<file path="src/rtl/mem_access_engine.sv">
// Memory access stage: scalar/vector load-store over a W-item beat port.
// Unit stride issues W items per beat; any other stride issues one item per beat on lane 0.
module mem_access_engine #(
  parameter int I = 20,
  parameter int L = 8,
  parameter int A = 32,
  parameter int W = 4
) (
  input  logic           clk,
  input  logic           rst,
  input  logic           start,
  input  logic           op_type,
  input  logic           op_source,
  input  logic           write_enable,
  input  logic [A-1:0]   address,
  input  logic [A-1:0]   stride,
  input  logic [I*L-1:0] aluResultV,
  input  logic [I*L-1:0] rd2_vec,
  input  logic [L-1:0]   aluResultS,
  input  logic [L-1:0]   rd2_sca,
  output logic           mem_req,
  input  logic           mem_gnt,
  output logic           mem_we,
  output logic [A-1:0]   mem_addr,
  output logic [W*L-1:0] mem_wdata,
  output logic [W-1:0]   mem_wmask,
  input  logic           mem_rvalid,
  input  logic [W*L-1:0] mem_rdata,
  output logic           busy,
  output logic           done,
  output logic [L-1:0]   scalar_output,
  output logic [I*L-1:0] vector_output
);

  localparam int IL    = I * L;
  localparam int NBU   = (I + W - 1) / W;
  localparam int LASTN = I - (NBU - 1) * W;
  localparam int BW    = $clog2(I + 1);
  localparam logic [IL-1:0] LANE_ONES = IL'({L{1'b1}});

  typedef enum logic [1:0] {S_IDLE, S_REQ, S_RWAIT, S_DONE} state_t;

  state_t          state_q, state_d;
  logic            vec_q, we_q, unit_q;
  logic [A-1:0]    addr_q, stride_q;
  logic [IL-1:0]   sdata_q, buf_q, buf_d, vout_q;
  logic [L-1:0]    sout_q;
  logic [BW-1:0]   beat_q, nb_m1;
  logic            last_beat, adv, fin_load;
  logic [W-1:0]    mask;
  logic [W*L-1:0]  wdata_raw;
  logic [IL-1:0]   tmp;
  int              item_base, sh;

  always_ff @(posedge clk or negedge rst) begin
    if (!rst) state_q <= S_IDLE;
    else      state_q <= state_d;
  end

  always_comb begin
    state_d = state_q;
    case (state_q)
      S_IDLE:  if (start) state_d = S_REQ;
      S_REQ:   if (mem_gnt) begin
                 if (!we_q)          state_d = S_RWAIT;
                 else if (last_beat) state_d = S_DONE;
               end
      S_RWAIT: if (mem_rvalid) state_d = last_beat ? S_DONE : S_REQ;
      S_DONE:  state_d = S_IDLE;
      default: state_d = S_IDLE;
    endcase
  end

  always_comb begin
    mem_req   = (state_q == S_REQ);
    mem_we    = mem_req & we_q;
    mem_addr  = addr_q;
    mem_wmask = mem_req ? mask : '0;
    mem_wdata = (mem_req && we_q) ? wdata_raw : '0;
    busy      = (state_q != S_IDLE);
    done      = (state_q == S_DONE);
  end

  // Beat plan: lane k of the current beat carries item item_base+k.
  always_comb begin
    nb_m1 = '0;
    if (vec_q) nb_m1 = unit_q ? BW'(NBU - 1) : BW'(I - 1);
    last_beat = (beat_q == nb_m1);
    item_base = (vec_q && unit_q) ? int'(beat_q) * W : int'(beat_q);
    mask      = '0;
    wdata_raw = '0;
    buf_d     = buf_q;
    tmp       = '0;
    sh        = 0;
    for (int k = 0; k < W; k++) begin
      if (!vec_q || !unit_q) mask[k] = (k == 0);
      else                   mask[k] = !last_beat || (k < LASTN);
      if (mask[k] && (item_base + k) < I) begin
        sh  = (item_base + k) * L;
        tmp = sdata_q >> sh;
        wdata_raw[k*L +: L] = tmp[L-1:0];
        if (state_q == S_RWAIT && mem_rvalid)
          buf_d = (buf_d & ~(LANE_ONES << sh)) | (IL'(mem_rdata[k*L +: L]) << sh);
      end
    end
    adv = ((state_q == S_REQ) && mem_gnt && we_q && !last_beat) ||
          ((state_q == S_RWAIT) && mem_rvalid && !last_beat);
    fin_load = (state_q == S_RWAIT) && mem_rvalid && last_beat;
  end

  always_ff @(posedge clk or negedge rst) begin
    if (!rst) begin
      vec_q    <= 1'b0;
      we_q     <= 1'b0;
      unit_q   <= 1'b0;
      addr_q   <= '0;
      stride_q <= '0;
      sdata_q  <= '0;
      buf_q    <= '0;
      vout_q   <= '0;
      sout_q   <= '0;
      beat_q   <= '0;
    end else begin
      buf_q <= buf_d;
      if (state_q == S_IDLE && start) begin
        vec_q    <= op_type;
        we_q     <= write_enable;
        unit_q   <= (stride == A'(1));
        addr_q   <= address;
        stride_q <= stride;
        beat_q   <= '0;
        if (op_type) sdata_q <= op_source ? aluResultV : rd2_vec;
        else         sdata_q <= IL'(op_source ? aluResultS : rd2_sca);
      end else if (adv) begin
        beat_q <= beat_q + BW'(1);
        addr_q <= addr_q + (unit_q ? A'(W) : stride_q);
      end
      // Results become visible together with the done pulse, never partially.
      if (fin_load) begin
        if (vec_q) vout_q <= buf_d;
        else       sout_q <= buf_d[L-1:0];
      end
    end
  end

  assign scalar_output = sout_q;
  assign vector_output = vout_q;

endmodule
</file>
<file path="config.mk">
export PLATFORM = sky130hd
export DESIGN_NAME = mem_access_engine
export DESIGN_NICKNAME = d
export VERILOG_FILES = /design/src/rtl/mem_access_engine.sv
export SDC_FILE = /design/constraint.sdc
export NUM_CORES = 2
export LEC_CHECK = 0
export CAP_MARGIN = 10
export CELL_PAD_IN_SITES_DETAIL_PLACEMENT = 2
export CELL_PAD_IN_SITES_GLOBAL_PLACEMENT = 2
export CORE_ASPECT_RATIO = 1.2
export CORE_UTILIZATION = 31
export CTS_CLUSTER_SIZE = 28
export DETAILED_ROUTE_END_ITERATION = 8
export PLACE_DENSITY_LB_ADDON = 0.3
export SYNTH_ARGS = -nofsm -noshare
export SYNTH_HDL_FRONTEND = slang
export SYNTH_SLANG_ARGS = --single-unit
</file>
<file path="constraint.sdc">
create_clock -name clk -period 6.45 [get_ports clk]
set_input_delay 0.645 -clock clk [delete_from_list [all_inputs] [get_ports clk]]
set_output_delay 0.645 -clock clk [all_outputs]
set_load 0.02 [all_outputs]
</file>
==> flow_summary.ini <==
[outcome]
status = finished, final reports clean

[clocking]
cts_tree = built
clockBufferDepth = 3
worst_skew_pair.late_latency_ns = 0.64
cts-buffers-inserted = 66
cts.hold.buffers_added = 0
htreeDepth = 3
clk_pin_slew_ns = 0.06
clock_sinks = 562
postCtsResizedCells = 0
root_buffer = clkbuf_16
cts_setup_buffers = 0

[route]
vias = 29267
drc = 0
ant_nets = 0
firstDrtPassIters = 5
routed_wl_microns = 143000
vias_per_cell = 5.66
post_drt_wl_per_cell_microns = 27.6
first_iter_violations = 1904

[timing]
timing.final.crit_period_ns = 5.93
skew_ns = 0.0252
worstMarginPinSlew_ns = 1.17
setup_viol = 0
max_freq_mhz = 169
max-slew-margin-rel = 0.216
rsz0062_at_grt = false
hold_viol_final = 0
tns_ns = 0
slew_violations = 0
final.period_utilization = 0.919

[worst_setup_path]
required_ns = 5.80
crit_path_end_kind = primary output
crit_fanout = 38
crit_path_max_incr_delay_ns = 0.85
cp_cell_sequence = nand2_1 -> and2_1 -> buf_4 -> ha_1 -> a21oi_2 -> nor2_1 -> mux2i_1 -> nand2_1 -> or4_1 -> a21oi_1 -> clkdlybuf4s50_1
worstSetupStartpointType = register
slowest_stage = or4_1
worstPathArrival_ns = 5.29
crit_top_cell = nand2_1
path_class = reg -> out

[floorplan]
fp.dieH_microns = 348
io_pins = 680
core_area_sq_um = 98700
dieArea_sq_um = 101000
die_w_microns = 291
initial_core_util = 0.314
row_count = 126

[yosys]
syn_avg_cell_area_sq_um = 9.33
netlist-cell-type-count = 75
synth_nets = 3797
synth-edff-count = 0
synthFlopType = dfrtp_1
ys_ff_latch = 562
synth.cell_area_sq_um = 31000
synthCells = 3320
async_flop_share = 1.00
synth-seq-area-share = 0.454
synth_warnings = 0

[pwr]
power_mw = 16.7
power_density_nw_per_um2 = 407
leakagePower_nw = 18.1
ir_drop_v = 0.000220

[grt]
antenna_found_initial = 3
grt-ovfl-total = 0
grt_pass1_vias = 31652
grt_max_degree = 191
grt_first_pass_wirelength_microns = 212000
grt.total_usage = 0.278

[final_layout]
final_cell_mix = clkdlybuf4s50_1 (674), dfrtp_1 (562), nand2_1 (511), nor2_1 (463), mux2i_1 (205)
final_layout_size_suffix_gt1_frac = 0.0828
area_growth_syn_to_layout_pct = 32.7
final_area_sq_um = 41100
final_common_cell = clkdlybuf4s50_1
final_nets = 4318

[run]
maxCapViolCount = 0

[place]
dp_hpwl_microns = 105000
routabilityCongestion = 0.865
placed_area_sq_um = 38900
port_buffers = 679

[min_path]
hp-class = in -> async
Yosys cell counts (5+ instances only):
master | instances | share of area
ha_1 | 36 | 0.015
a221o_1 | 19 | 0.0061
a22o_1 | 169 | 0.048
o31ai_1 | 50 | 0.012
buf_1 | 28 | 0.0034
a221oi_1 | 87 | 0.025
o21bai_1 | 7 | 0.0017
a22oi_1 | 22 | 0.0053
a32oi_1 | 34 | 0.0096
mux2_1 | 12 | 0.0044
nand4_1 | 15 | 0.0030
a31oi_1 | 6 | 0.0012
mux2_2 | 110 | 0.040
a21o_1 | 13 | 0.0031
a211o_1 | 8 | 0.0023
o22ai_1 | 24 | 0.0048
or3_1 | 11 | 0.0022
a32o_1 | 17 | 0.0055
nor4_2 | 6 | 0.0024
a211oi_1 | 9 | 0.0022
dfrtp_1 | 562 | 0.45
o21ai_1 | 52 | 0.0084
clkbuf_1 | 214 | 0.026
nor4_1 | 10 | 0.0020
and2_1 | 11 | 0.0022
nand2b_1 | 5 | 0.0010
xor2_1 | 12 | 0.0034
o211ai_1 | 26 | 0.0063
inv_1 | 48 | 0.0058
buf_2 | 26 | 0.0042
mux4_2 | 25 | 0.018
xnor2_1 | 27 | 0.0076
nand2_1 | 513 | 0.062
nor3_1 | 36 | 0.0058
a222oi_1 | 5 | 0.0016
and3_1 | 8 | 0.0016
a21oi_1 | 149 | 0.024
nand3_1 | 25 | 0.0040
nor2_1 | 466 | 0.056
o21a_1 | 5 | 0.0012
mux2i_1 | 205 | 0.066
nor2b_1 | 37 | 0.0075
o21ai_0 | 113 | 0.018
where the power goes:
| part | switching [mW] | leakage [nW] | internal, mW |
|---|---|---|---|
| Clock | 1.65 | 1.10 | 2.29 |
| Sequential | 1.14 | 7.43 | 4.47 |
| Combinational | 4.22 | 9.60 | 2.97 |
| Total | 7.01 | 18.1 | 9.74 |
registers in the layout (all words and copies together) (netlist names):
| signal | count |
|---|---|
| we_q | 1 |
| stride_q | 32 |
| mem_addr | 32 |
| sdata_q | 160 |
| vector_output | 160 |
| vec_q | 1 |
| beat_q | 5 |
| state_q | 2 |
| unit_q | 1 |
| buf_q | 160 |
| scalar_output | 8 |
layer usage:
layer  share of wire  GRT usage
met1            0.40      0.332
met2            0.51      0.497
met3           0.046     0.0393
met4           0.042      0.117
met5        0.000049          0
logic make-up after synthesis:
logic type	synth area share
and+or+nand+nor	0.158
muxes	0.129
DFF	0.454
xor gates and xnor gates	0.0115
AOI/OAI and AO/OA	0.193
buffers and inverters	0.0405
adders and majority gates	0.0152
critical path: cells and delay by family, from the launching register on:
kind,cells,cell delay [ns]
buffers and inverters,2,0.90
flip-flops,1,0.73
AND/OR/NAND/NOR,5,1.93
AO/OA/AOI/OAI,2,0.53
multiplexers,1,0.18
adder cells (fa/ha/maj),1,0.38
area by class of cell:
class                           instances  area, sq um
Inverter                               50          188
Antenna cell                            2         5.00
Clock inverter                         24          339
Timing Repair Buffer                  725         7240
Multi-Input combinational cell       2436        15800
Fill cell                           10592        57600
Tap cell                             1280         1600
Sequential cell                       562        14100
Clock buffer                           92         1900
per-stage QoR:
stage	cells	hold WS [ns]	worst slack, ns	utilization
2_1_floorplan	3320	0.349	1.59	-
3_3_place_gp	5053	0.452	1.34	0.394
3_5_place_dp	5053	0.461	1.20	0.394
4_1_cts	5169	0.0126	0.475	0.417
5_1_grt	5171	0.0464	0.204	0.417
6_report	5171	0.00421	0.519	0.417
final timing paths:
path / to / from / slack, ns / depth (start not counted)
setup reg to reg: vector_output[108] / vec_q / 1.59 / 11
max in group asynchronous: sdata_q[140] / rst / 4.99 / 2
setup / recovery: mem_wdata[31] / vec_q / 0.52 / 11
hold / removal: vector_output[3] / rst / 0.004 / 1
min in group clk: stride_q[22] / stride_q[22] / 0.47 / 2
hold reg to reg: stride_q[22] / stride_q[22] / 0.47 / 2
No activity file was read; power rests on OpenSTA's default activity.
